### src/rtl/mem_arb_pkg.sv
// Shared types and constants for the two-port memory arbiter.
package mem_arb_pkg;
  typedef enum logic [1:0] {
    IDLE   = 2'd0,
    ACCESS = 2'd1,
    ACK    = 2'd2
  } state_e;

  localparam logic GNT_FETCH    = 1'b0;
  localparam logic GNT_DATA     = 1'b1;
  localparam int   READ_LAT_MAX = 7;
  localparam int   CNT_W        = 3;
endpackage

### src/rtl/mem_arb_pick.sv
// Winner select between fetch and data requesters.
// MEM_ARB_RR_EN: round-robin on ties (history held here); otherwise data-over-fetch priority.
module mem_arb_pick
  import mem_arb_pkg::*;
(
  input  logic clk,
  input  logic reset,
  input  logic fetch_req,
  input  logic data_req,
  input  logic grant_en,
  output logic gnt
);

`ifdef MEM_ARB_RR_EN
  logic last_q, last_d;

  always_comb begin
    gnt    = GNT_FETCH;
    last_d = last_q;
    if (fetch_req && data_req) gnt = (last_q == GNT_DATA) ? GNT_FETCH : GNT_DATA;
    else                       gnt = data_req ? GNT_DATA : GNT_FETCH;
    if (grant_en) last_d = gnt;
  end

  // Cleared history reads as "fetch went last", so the first tie goes to data.
  always_ff @(posedge clk) begin
    if (reset) last_q <= GNT_FETCH;
    else       last_q <= last_d;
  end
`else
  logic unused_pick;
  assign unused_pick = &{1'b0, clk, reset, fetch_req, grant_en};

  always_comb begin
    gnt = data_req ? GNT_DATA : GNT_FETCH;
  end
`endif

endmodule

### src/rtl/mem_arbiter.sv
// Shares a single-port memory between instruction fetch (read-only) and load/store.
// READ_LAT legal range 1..7. MEM_ARB_RR_EN selects round-robin arbitration in mem_arb_pick.
module mem_arbiter
  import mem_arb_pkg::*;
#(
  parameter int ADDR_W   = 16,
  parameter int DATA_W   = 16,
  parameter int READ_LAT = 1
) (
  input  logic              clk,
  input  logic              reset,
  input  logic              fetch_req,
  input  logic [ADDR_W-1:0] fetch_addr,
  output logic              fetch_ack,
  output logic [DATA_W-1:0] fetch_rdata,
  input  logic              data_req,
  input  logic              data_we,
  input  logic [ADDR_W-1:0] data_addr,
  input  logic [DATA_W-1:0] data_wdata,
  output logic              data_ack,
  output logic [DATA_W-1:0] data_rdata,
  output logic [ADDR_W-1:0] mem_address,
  output logic              mem_load,
  output logic              mem_enable,
  output logic              mem_output_en,
  output logic [DATA_W-1:0] mem_wdata,
  input  logic [DATA_W-1:0] mem_rdata,
  output logic              busy
);

  localparam logic [CNT_W-1:0] CNT_RELOAD = CNT_W'(READ_LAT - 1);

  state_e             state_q, state_d;
  logic [CNT_W-1:0]   cnt_q, cnt_d;
  logic               gnt_q, gnt_d;
  logic               we_q, we_d;
  logic [ADDR_W-1:0]  addr_q, addr_d;
  logic [DATA_W-1:0]  wdata_q, wdata_d;
  logic [DATA_W-1:0]  fetch_rdata_q, fetch_rdata_d;
  logic [DATA_W-1:0]  data_rdata_q, data_rdata_d;
  logic               grant_en;
  logic               pick_gnt;

  assign grant_en = (state_q == IDLE) && (fetch_req || data_req);

  mem_arb_pick u_pick (
    .clk       (clk),
    .reset     (reset),
    .fetch_req (fetch_req),
    .data_req  (data_req),
    .grant_en  (grant_en),
    .gnt       (pick_gnt)
  );

  always_comb begin
    state_d       = state_q;
    cnt_d         = cnt_q;
    gnt_d         = gnt_q;
    we_d          = we_q;
    addr_d        = addr_q;
    wdata_d       = wdata_q;
    fetch_rdata_d = fetch_rdata_q;
    data_rdata_d  = data_rdata_q;
    mem_address   = '0;
    mem_load      = 1'b0;
    mem_enable    = 1'b0;
    mem_output_en = 1'b0;
    mem_wdata     = '0;
    fetch_ack     = 1'b0;
    data_ack      = 1'b0;

    case (state_q)
      IDLE: begin
        if (grant_en) begin
          state_d = ACCESS;
          gnt_d   = pick_gnt;
          cnt_d   = CNT_RELOAD;
          if (pick_gnt == GNT_DATA) begin
            addr_d  = data_addr;
            we_d    = data_we;
            wdata_d = data_wdata;
          end else begin
            addr_d  = fetch_addr;
            we_d    = 1'b0;
            wdata_d = '0;
          end
        end
      end
      ACCESS: begin
        mem_enable  = 1'b1;
        mem_address = addr_q;
        if (we_q) begin
          mem_load  = 1'b1;
          mem_wdata = wdata_q;
          state_d   = ACK;
        end else begin
          mem_output_en = 1'b1;
          // Capture on the last read cycle so rdata is valid alongside ack.
          if (cnt_q == '0) begin
            state_d = ACK;
            if (gnt_q == GNT_DATA) data_rdata_d  = mem_rdata;
            else                   fetch_rdata_d = mem_rdata;
          end else begin
            cnt_d = cnt_q - 1'b1;
          end
        end
      end
      ACK: begin
        state_d   = IDLE;
        fetch_ack = (gnt_q == GNT_FETCH);
        data_ack  = (gnt_q == GNT_DATA);
      end
      default: state_d = IDLE;
    endcase
  end

  always_ff @(posedge clk) begin
    if (reset) begin
      state_q       <= IDLE;
      cnt_q         <= '0;
      gnt_q         <= GNT_FETCH;
      we_q          <= 1'b0;
      addr_q        <= '0;
      wdata_q       <= '0;
      fetch_rdata_q <= '0;
      data_rdata_q  <= '0;
    end else begin
      state_q       <= state_d;
      cnt_q         <= cnt_d;
      gnt_q         <= gnt_d;
      we_q          <= we_d;
      addr_q        <= addr_d;
      wdata_q       <= wdata_d;
      fetch_rdata_q <= fetch_rdata_d;
      data_rdata_q  <= data_rdata_d;
    end
  end

  assign fetch_rdata = fetch_rdata_q;
  assign data_rdata  = data_rdata_q;
  assign busy        = (state_q != IDLE);

endmodule

### config.mk
export PLATFORM = sky130hd
export DESIGN_NAME = mem_arbiter
export DESIGN_NICKNAME = d
export VERILOG_FILES = /design/src/rtl/mem_arb_pkg.sv /design/src/rtl/mem_arb_pick.sv /design/src/rtl/mem_arbiter.sv
export SDC_FILE = /design/constraint.sdc
export NUM_CORES = 1
export LEC_CHECK = 0
export ABC_AREA = 1
export BUFFER_PORTS_ARGS = -buffer_cell sky130_fd_sc_hd__buf_2
export CAP_MARGIN = 20
export CELL_PAD_IN_SITES_DETAIL_PLACEMENT = 0
export CELL_PAD_IN_SITES_GLOBAL_PLACEMENT = 1
export CORE_ASPECT_RATIO = 0.9
export CORE_UTILIZATION = 34
export CTS_BUF_LIST = sky130_fd_sc_hd__clkbuf_8
export CTS_CLUSTER_DIAMETER = 100
export DETAILED_ROUTE_END_ITERATION = 8
export GPL_ROUTABILITY_DRIVEN = 0
export HOLD_SLACK_MARGIN = 0.02
export PLACE_DENSITY_LB_ADDON = 0.1
export SYNTH_ARGS = -nofsm -noshare
export SYNTH_HDL_FRONTEND = slang
export SYNTH_SLANG_ARGS = --single-unit
### constraint.sdc
create_clock -name clk -period 1.9 [get_ports clk]
set_input_delay 0.285 -clock clk [delete_from_list [all_inputs] [get_ports clk]]
set_output_delay 0.285 -clock clk [all_outputs]
set_load 0.02 [all_outputs]
# Word-level counts from Yosys, hierarchy flattened
# Index checks and enable logic that the tools add are counted.
# Widths: inputs -> output; s select.
# word_totals
ff_bits	71
input_bits	69
output_inout_bits	70
# classes
addsub	1
eq_ne	6
n_mux	22
bitwise_logic	2
reduce_logical	11
# ops
op	n
$mux 16	5
$reduce_and 4->1	3
$mux 1	9
$mux 3	3
$mux 2	3
$ne 2x2->1 const B	3
$pmux 3 s2	1
$pmux 2 s2	1
$reduce_and 2->1	2
$reduce_bool 2->1	2
$logic_not 3->1	1
$ne 3x3->1 const B	1
$sub 3x1->3 const B	1
$eq 2x1->1 const B	1
$eq 2x2->1 const B	1
$logic_not 2->1	1
$not 1->1	2
$logic_and 1x1->1	1
$logic_or 1x1->1	1

# Longest topological paths before layout
# Gate-level depths: netlist of run 1.
# logic_depth
depth_word	4
ltp_mapped	9

# Hierarchy
# From an unflattened synthesis of run 1, not the netlist that was laid out.
# unflattened
cells_unflattened	506
hier_area_um2	3353.2
# modules_own_cells
mod	instances	cells_each	area_each_um2
mem_arbiter	1	505	3345.7
mem_arb_pick	1	1	7.5

# Worst setup path after synthesis of run 1
# Ideal clock, no wire load.
# synth_timing
path_type	register -> register
startpoint	reg cnt_q[0]
endpoint	reg fetch_rdata_q[5], in the netlist fetch_rdata[5]
setup_ns	0.113
t_arrival_ns	1.310
slack_ns	0.477
path_stages_with_launch	10
synth_period_minus_slack_ns	1.423
cell_sequence	dfxtp_1 -> inv_1 -> ha_1 -> ha_1 -> nand2_1 -> inv_1 -> buf_2 -> nand3_1 -> nand2_1 -> nor2_1
# synth_between
elab_chain_len	2
# synth_rtl
item	line	source
from (decl)	mem_arbiter.sv:34	logic [CNT_W-1:0] cnt_q, cnt_d;
from (signal assigned)	mem_arbiter.sv:129	cnt_q <= cnt_d;
$logic_not 3->1	mem_arbiter.sv:99	if (cnt_q == '0) begin
$reduce_and 4->1 (no line)	-	
to (signal assigned)	mem_arbiter.sv:134	fetch_rdata_q <= fetch_rdata_d;
to (decl)	mem_arbiter.sv:39	logic [DATA_W-1:0] fetch_rdata_q, fetch_rdata_d;
# Every way passes these cells.
# A chain may end at the register's enable or synchronous reset.

# Worst setup path in the final report of run 1
# layout_timing
startpoint	reg state_q[0]
endpoint	out mem_enable
# layout_between
elab_chain_len	2
# layout_rtl
item	line	source
from (decl)	mem_arbiter.sv:33	state_e state_q, state_d;
from (signal assigned)	mem_arbiter.sv:128	state_q <= state_d;
$eq 2x1->1	mem_arbiter.sv:72	case (state_q)
$mux 1	mem_arbiter.sv:72	
to (decl)	mem_arbiter.sv:24	output logic mem_enable,
# Every way passes these cells.

==> results.yml, run 1 <==
die:
  fp.coreArea_mm2: 0.00970
  initial_standard_cell_utilization_of_the_core_pct: 35.2
  die_w_um: 108
  fp.dieArea_mm2: 0.0105
  placement_rows: 34
  ios: 139
  die_y_um: 97.1
sta:
  grt_setup_unrepaired: "false"
  min_period_ns: 1.77
  drv_slew: 0
  worst_clock_skew_ns: 0.0130
  maxClockFrequency_mhz: 566
  relSlewSlack_pct: 58.6
  hold_violations: 0
  tns_ns: 0
  timing_worst_slew_pin_value_ns: 0.620
  setup_viol: 0
  timing.final.ws_setup_ns: 0.134
  final_min_period_over_clock_period_pct: 92.9
pwr:
  max-vdd-ir-drop_uv: 312
  leakage_uw: 0.00220
  power-per-cell-area_mw_per_mm2: 939
synth:
  ys_seq_elements: 71
  synthAdderAreaFrac_pct: 0.732
  postSynthCellCount: 508
  ys_types: 25
  combinational_family_with_the_most_area_after_synthesis: "simple AND/OR/NAND/NOR gates"
  synth-compound-area-share_pct: 7.91
  ys_seq_area_share_pct: 41.6
  mappedNetlistNets: 579
  synthesis.area_per_instance_um2: 6.73
  synth-warning-count: 0
  yosys.area_share.simple_pct: 38.9
  synth.area.mux_share_pct: 0
  syn-cell-area_mm2: 0.00342
  yosys.area_share.xor_xnor_pct: 0
grt:
  global_route_wire_length_before_repair_mm: 14.7
  antenna_found_initial: 0
  grt_max_degree: 53
  grt_pass1_vias: 3187
  grt-ovfl-total: 0
  grt_usage_pct: 17.7
critical_path:
  critPathKind: "reg2out"
  setup.reg_to_reg.worst_slack_ns: 0.20
  startpoint_type: "register"
  crit_fanout: 5
  reg2reg_depth: 8
  path_cells: "buf_4, inv_1, nor2_1, buf_2"
  timing.critical_path.slowest_cell_delay_ns: 0.44
  critical-path-slowest-cell: "dfxtp_1"
  crit-reg2reg-capture: "fetch_rdata[6]"
  worst_r2r_startpoint: "cnt_q[0]"
  end_kind: "primary output"
  crit_required_ns: 1.62
  timing.critical_path.arrival_ns: 1.48
clock_network:
  ctsHtreeMaxLevel: 3
  tritoncts_num_sinks: 71
  clockRootBuffer: "clkbuf_8"
  worstSkewPairLatency_ns: 0.34
  cts_tree: "built"
  numCtsBuffers: 9
  postCtsSetupRepairBufs: 0
  cts-hold-fix-buffers: 0
  clock_tree.buffer_depth: 2
  clk_pin_slew_ns: 0.09
layout:
  layout-area-overhead-vs-synth_pct: 26.7
  number_of_inserted_diodes: 0
  layout.cells.most_common: "buf_2"
  nets: 707
  layout-drive-gt1-share_pct: 28.7
  final_cell_mix: "138 x buf_2, 135 x nand2_1, 122 x nor2_1"
min_path:
  hold_path_startpoint: "data_wdata[11]"
  worst_hold_path.num_cells: 3
  holdCritPathClass: "in2reg"
  timing.hold.worst_endpoint: "wdata_q[11]"
routing:
  drt_wl_total_mm: 8.89
  wl_per_cell_um: 11.6
  via_count: 3405
  detail_route.first_pass.iterations: 5
  drt_iter0_markers: 117
  drt-vias-per-instance: 4.44
  postRouteAntennaNets: 0
  drc: 0
placed_design:
  detailedPlacementHpwl_mm: 6.29
  place_ws_ns: 0.181
  io_buffer_count: 138
outcome:
  result_of_the_run: "finished, final reports clean"
job:
  maxCapViolCount: 0
==> metrics by stage <==
stage          cells  hold WS, ns  power [µW]  cell area [µm²]  utilization, %
2_1_floorplan    508        0.428        2690             3420               -
3_3_place_gp     751        0.452        3000             4140            42.7
3_5_place_dp     751        0.457        3010             4140            42.7
4_1_cts          767        0.155        4140             4330            44.6
5_1_grt          767        0.157        4370             4330            44.6
6_report         767        0.173        4070             4330            44.6
==> synth_stat cells (all sizes together) <==
master | count | area [µm²]
nor3 | 2 | 10.0
nand3 | 37 | 228
nand2 | 139 | 551
a21oi | 38 | 190
ha | 2 | 25.0
o21ai | 16 | 80.1
inv | 45 | 174
buf | 23 | 169
clkinv | 1 | 3.75
nor2 | 127 | 541
clkbuf | 7 | 26.3
dfxtp | 71 | 1420
==> layer usage <==
layer | up-vias | part of all wire [%] | global-route usage [%]
met3 | 8 | 5.8 | 5.16
met2 | 87 | 47 | 29.6
met4 | 0 | 0.99 | 5.58
met1 | 1501 | 46 | 21.8
met5 | - | 0 | 0
li1 | 1809 | - | -
==> worst max path at each step <==
stage,startpoint,endpoint,slack (ns),cells after the start
floorplan,cnt_q[0],fetch_rdata[5],0.48,9
global placement,cnt_q[0],fetch_rdata[14],0.26,8
detailed placement,cnt_q[0],fetch_rdata[13],0.18,8
CTS,state_q[1],mem_wdata[15],0.04,5
global route,state_q[0],mem_enable,0.001,4
finish,state_q[0],mem_enable,0.13,4
==> kinds of logic (layout without fill, tap and decap cells) <==
logic type | after synthesis | in the layout
AOI/OAI and AO/OA | 54 | 54
and+or+nand+nor | 305 | 305
buffers and inverters | 76 | 209
adders and majority gates | 2 | 2
DFF | 71 | 71
==> where the power goes <==
part	internal [µW]	switching, µW	total, µW
Combinational	406	797	1200
Sequential	1660	96.6	1760
Clock	513	590	1100
Total	2580	1480	4070
==> worst max-delay path: cells and delay by family (launching register included) <==
| family | cells | cell delay [ns] |
|---|---|---|
| and+or+nand+nor | 1 | 0.20 |
| DFF | 1 | 0.44 |
| buffers and inverters | 3 | 0.49 |
==> repair_timing <==
item                                   in CTS  in global routing
endpoints found under the hold margin       0                  0
setup endpoints to repair                  17                 12
resized for setup                           2                  2
==> sequential cells by signal, summed over array words and instances, names as in the netlist <==
signal       flops
we_q             1
wdata_q         16
fetch_rdata     16
cnt_q            3
data_rdata      16
state_q          2
addr_q          16
gnt_q            1
==> area by class of cell <==
| type | count | area [µm²] |
|---|---|---|
| fillers | 1082 | 5370 |
| repair buffers | 147 | 762 |
| multi-input cells | 361 | 1620 |
| flip-flops and latches | 71 | 1420 |
| clock buffers | 10 | 138 |
| well taps | 126 | 158 |
| inverters | 46 | 180 |
| clock inverters | 6 | 45.0 |
No activity file was read; power rests on OpenSTA's default activity.
==> inputs of run 2 (changes only) <==
- PLACE_DENSITY: not set -> 0.85
- PLACE_DENSITY_LB_ADDON: 0.1 -> not set
- SETUP_SLACK_MARGIN: not set -> 0.2
==> results.yml, run 2 (synthesis gave the netlist of run 1 again) <==
critical_path:
  end_kind: "primary output"
  critPathLaunch: "state_q[1]"
  timing.critical_path.arrival_ns: 1.34
  critPathKind: "reg2out"
  setup.reg_to_reg.worst_slack_ns: 0.34
  worst_r2r_startpoint: "state_q[1]"
  startpoint_type: "register"
  crit_fanout: 19
  crit_required_ns: 1.62
grt:
  grt_most_used_layer: "met2"
  grt_pass1_vias: 3257
  grt_util_met2_pct: 28.2
  antenna_found_initial: 0
  grt_usage_pct: 17.5
  global_route.usage.met1_pct: 23.3
  global_route_wire_length_before_repair_mm: 14.8
  global_route.usage.met3_pct: 3.82
  grt_max_degree: 26
  grt-ovfl-total: 0
layout:
  layout-drive-gt1-share_pct: 29.8
  nets: 710
  layout-area-overhead-vs-synth_pct: 29.8
  final_cell_mix: "138 x buf_2, 135 x nand2_1, 120 x nor2_1"
  nFillCells: 1057
  area_taken_by_multi_input_logic_gates_mm2: 0.00164
  layout.cells.most_common: "buf_2"
  number_of_inserted_diodes: 0
  register_area_mm2: 0.00143
  final_core_util_pct: 45.7
sta:
  hold_violations: 0
  drv_slew: 0
  grt_setup_unrepaired: "true"
  timing_worst_slew_pin_value_ns: 0.593
  relSlewSlack_pct: 60.2
  maxClockFrequency_mhz: 614
  tns_ns: 0
  min_period_ns: 1.63
  final_min_period_over_clock_period_pct: 85.8
  worst_clock_skew_ns: 0.00713
  setup_viol: 0
clock_network:
  cts_tree: "built"
  ctsHtreeMaxLevel: 3
  clk_pin_slew_ns: 0.08
  clock_tree.buffer_depth: 2
  worstSkewPairLatency_ns: 0.33
  clockRootBuffer: "clkbuf_8"
  tritoncts_num_sinks: 71
  numCtsBuffers: 9
  cts-hold-fix-buffers: 0
die:
  die_w_um: 108
  fp.dieArea_mm2: 0.0105
  initial_standard_cell_utilization_of_the_core_pct: 35.2
  ios: 139
  placement_rows: 34
  fp.coreArea_mm2: 0.00970
  die_y_um: 97.1
pwr:
  max-vdd-ir-drop_uv: 391
  power-per-cell-area_mw_per_mm2: 968
  leakage_uw: 0.00223
routing:
  wl_per_cell_um: 11.4
  drt_iter0_markers: 121
  drt_wl_total_mm: 8.81
  postRouteAntennaNets: 0
  via_count: 3445
  drc: 0
  detail_route.first_pass.iterations: 4
  drt-vias-per-instance: 4.47
job:
  maxCapViolCount: 0
placed_design:
  detailedPlacementHpwl_mm: 6.20
  io_buffer_count: 138
min_path:
  hold_path_startpoint: "data_wdata[4]"
  holdCritPathClass: "in2reg"
outcome:
  result_of_the_run: "finished, final reports clean"
[run 2: changes by cell type in the layout (fill, tap and decap cells not counted), sizes merged]
cell | before | now
clkinv | 3 | 4
buf | 147 | 149
nand2 | 139 | 140
inv | 46 | 44
bufinv | 0 | 1
[run 2: final cells by class]
cell class / count / area share, %
Inverter: 46 / 4.23
Clock inverter: 6 / 1.55
Multi-Input combinational cell: 362 / 37.0
Tap cell: 126 / 3.55
Sequential cell: 71 / 32.2
Clock buffer: 10 / 3.10
Timing Repair Buffer: 149 / 18.4
[run 2: worst max-delay path, stage by stage, from the launching register on]
cell and delay (ns):
dfxtp_2 0.38, inv_4 0.14, nand2_8 0.14, nor2_1 0.16, buf_2 0.18
[run 2: final timing paths]
kind | to | cells after the start
setup / recovery | mem_address[2] | 4
setup reg to reg | fetch_rdata[12] | 8
hold reg to reg | wdata_q[13] | 2
hold / removal | wdata_q[4] | 3
[run 2: stage by stage]
step	hold slack, ns	std cells	setup WS, ns	instance area (µm²)	power [µW]
floorplan	0.428	508	0.477	3420	2690
global placement	0.452	750	0.227	4140	2980
detailed placement	0.456	750	0.146	4140	3000
CTS	0.165	769	0.219	4400	4320
global route	0.170	770	0.181	4440	4570
finish	0.184	770	0.270	4440	4300
[run 2: layer usage]
metal | vias up | share of wire, %
li1 | 1824 | -
met1 | 1509 | 48
met2 | 104 | 44
met3 | 8 | 6.7
met4 | 0 | 1.0
met5 | - | 0
[run 2: power breakdown]
part	internal (µW)	switching (µW)	total (µW)
registers	1660	113	1780
logic	462	813	1280
clock network	649	593	1240
[run 2: repair_timing]
item | CTS | global route
pin swaps | 2 | 0
setup buffers | 2 | 1
setup endpoints to repair | 38 | 24
gates resized for setup | 7 | 4
cloned | 1 | 0
==> inputs of run 3 (changes only) <==
- CORE_ASPECT_RATIO: 0.9 -> 1.25
==> results.yml, run 3 (synthesis gave the netlist of run 1 again) <==
die:
  ios: 139
  die_y_um: 114
  fp.dieArea_mm2: 0.0105
  die_w_um: 91.7
  fp.coreArea_mm2: 0.00971
  placement_rows: 40
  initial_standard_cell_utilization_of_the_core_pct: 35.2
critical_path:
  end_kind: "primary output"
  setup.reg_to_reg.worst_slack_ns: 0.34
  critPathKind: "reg2out"
  critPathCapture: "mem_enable"
  timing.critical_path.arrival_ns: 1.33
  reg2reg_depth: 9
  startpoint_type: "register"
  crit_fanout: 5
  worst_r2r_startpoint: "cnt_q[0]"
  crit-reg2reg-capture: "data_rdata[2]"
  critPathLaunch: "state_q[0]"
  crit_required_ns: 1.62
routing:
  detail_route.first_pass.iterations: 4
  drt_iter0_markers: 86
  drc: 0
  via_count: 3479
  drt-vias-per-instance: 4.52
  drt_wl_total_mm: 8.82
  postRouteAntennaNets: 0
  wl_per_cell_um: 11.5
layout:
  layout-area-overhead-vs-synth_pct: 31.2
  final_area_mm2: 0.00449
  nets: 710
  number_of_inserted_diodes: 0
  layout.cells.most_common: "buf_2"
  final_core_util_pct: 46.2
  layout-drive-gt1-share_pct: 29.8
  final_cell_mix: "138 x buf_2, 134 x nand2_1, 121 x nor2_1"
pwr:
  p_sw_uw: 1500
  sequential_share_of_power_pct: 38.6
  max-vdd-ir-drop_uv: 378
  power-per-cell-area_mw_per_mm2: 1020
  leakage_uw: 0.00225
  switching_share_pct: 32.8
  share_clk_of_total_power_pct: 33.2
  power_frac_comb_pct: 28.2
  p_int_uw: 3080
clock_network:
  clockRootBuffer: "clkbuf_8"
  cts_tree: "built"
  worstSkewPairLatency_ns: 0.34
  cts-hold-fix-buffers: 0
  clk_pin_slew_ns: 0.08
  numCtsBuffers: 9
  clock_tree.buffer_depth: 2
  ctsHtreeMaxLevel: 3
  tritoncts_num_sinks: 71
grt:
  grt_max_degree: 53
  antenna_found_initial: 0
  grt-ovfl-total: 0
  global_route_wire_length_before_repair_mm: 14.8
  grt_usage_pct: 17.6
  grt_pass1_vias: 3367
sta:
  tns_ns: 0
  min_period_ns: 1.62
  hold_violations: 0
  relSlewSlack_pct: 65.6
  maxClockFrequency_mhz: 619
  setup_viol: 0
  drv_slew: 0
  timing_worst_slew_pin_value_ns: 0.516
  grt_setup_unrepaired: "false"
  whs_ns: 0.181
  final_min_period_over_clock_period_pct: 85.0
  worst_clock_skew_ns: 0.00910
min_path:
  holdCritPathClass: "in2reg"
placed_design:
  place_area_mm2: 0.00414
  io_buffer_count: 138
  detailedPlacementHpwl_mm: 6.09
outcome:
  result_of_the_run: "finished, final reports clean"
job:
  maxCapViolCount: 0
==> run 3: layout make-up <==
cell class,instances,area (µm²)
multi-input combinational,362,1640
fill,1083,5220
clock buffer,11,151
timing repair buffer,149,815
sequential,71,1430
clock inverter,5,104
tap,126,158
inverter,46,188
==> run 3: worst max-delay path: stages (launching register included) <==
cell and delay, ns:
dfxtp_4 0.43, buf_4 0.17, inv_1 0.05, nor2_2 0.14
buf_2 0.20
==> run 3: how the worst min path moves through the flow <==
stage / from / to / slack (ns) / cells after the start
after floorplan: data_wdata[7] / wdata_q[7] / 0.43 / 2
after global placement: wdata_q[5] / wdata_q[5] / 0.45 / 2
after detailed placement: wdata_q[14] / wdata_q[14] / 0.46 / 2
after CTS: data_wdata[4] / wdata_q[4] / 0.16 / 3
after global routing: data_wdata[4] / wdata_q[4] / 0.16 / 3
final: data_wdata[4] / wdata_q[4] / 0.18 / 3
==> run 3: timing repair <==
action,in CTS,in global routing
resized for setup,6,5
endpoints found under the setup margin,43,37
setup buffers,3,1
pin swaps,3,0
cloned,1,0
==> run 3: power by group through the flow <==
stage	Sequential (µW)	Clock, µW	Combinational, µW
2_1_floorplan	1860	0	833
3_3_place_gp	1790	0	1190
3_5_place_dp	1800	0	1210
4_1_cts	1770	1560	1280
5_1_grt	1790	1620	1450
6_report	1770	1520	1290
==> run 3: through the flow <==
stage	total power, µW	setup WS, ns	std cells
after floorplan	2690	0.477	508
after global placement	2980	0.257	749
after detailed placement	3010	0.205	749
after CTS	4610	0.189	769
after global routing	4860	0.197	770
final	4580	0.284	770
==> run 3: per-layer routing <==
metal / global-route usage (%) / share of wire, % / vias up
li1: - / - / 1817
met1: 19.9 / 43 / 1561
met2: 31.8 / 51 / 94
met3: 4.38 / 5.0 / 7
met4: 6.56 / 1.1 / 0
met5: 0 / 0 / -
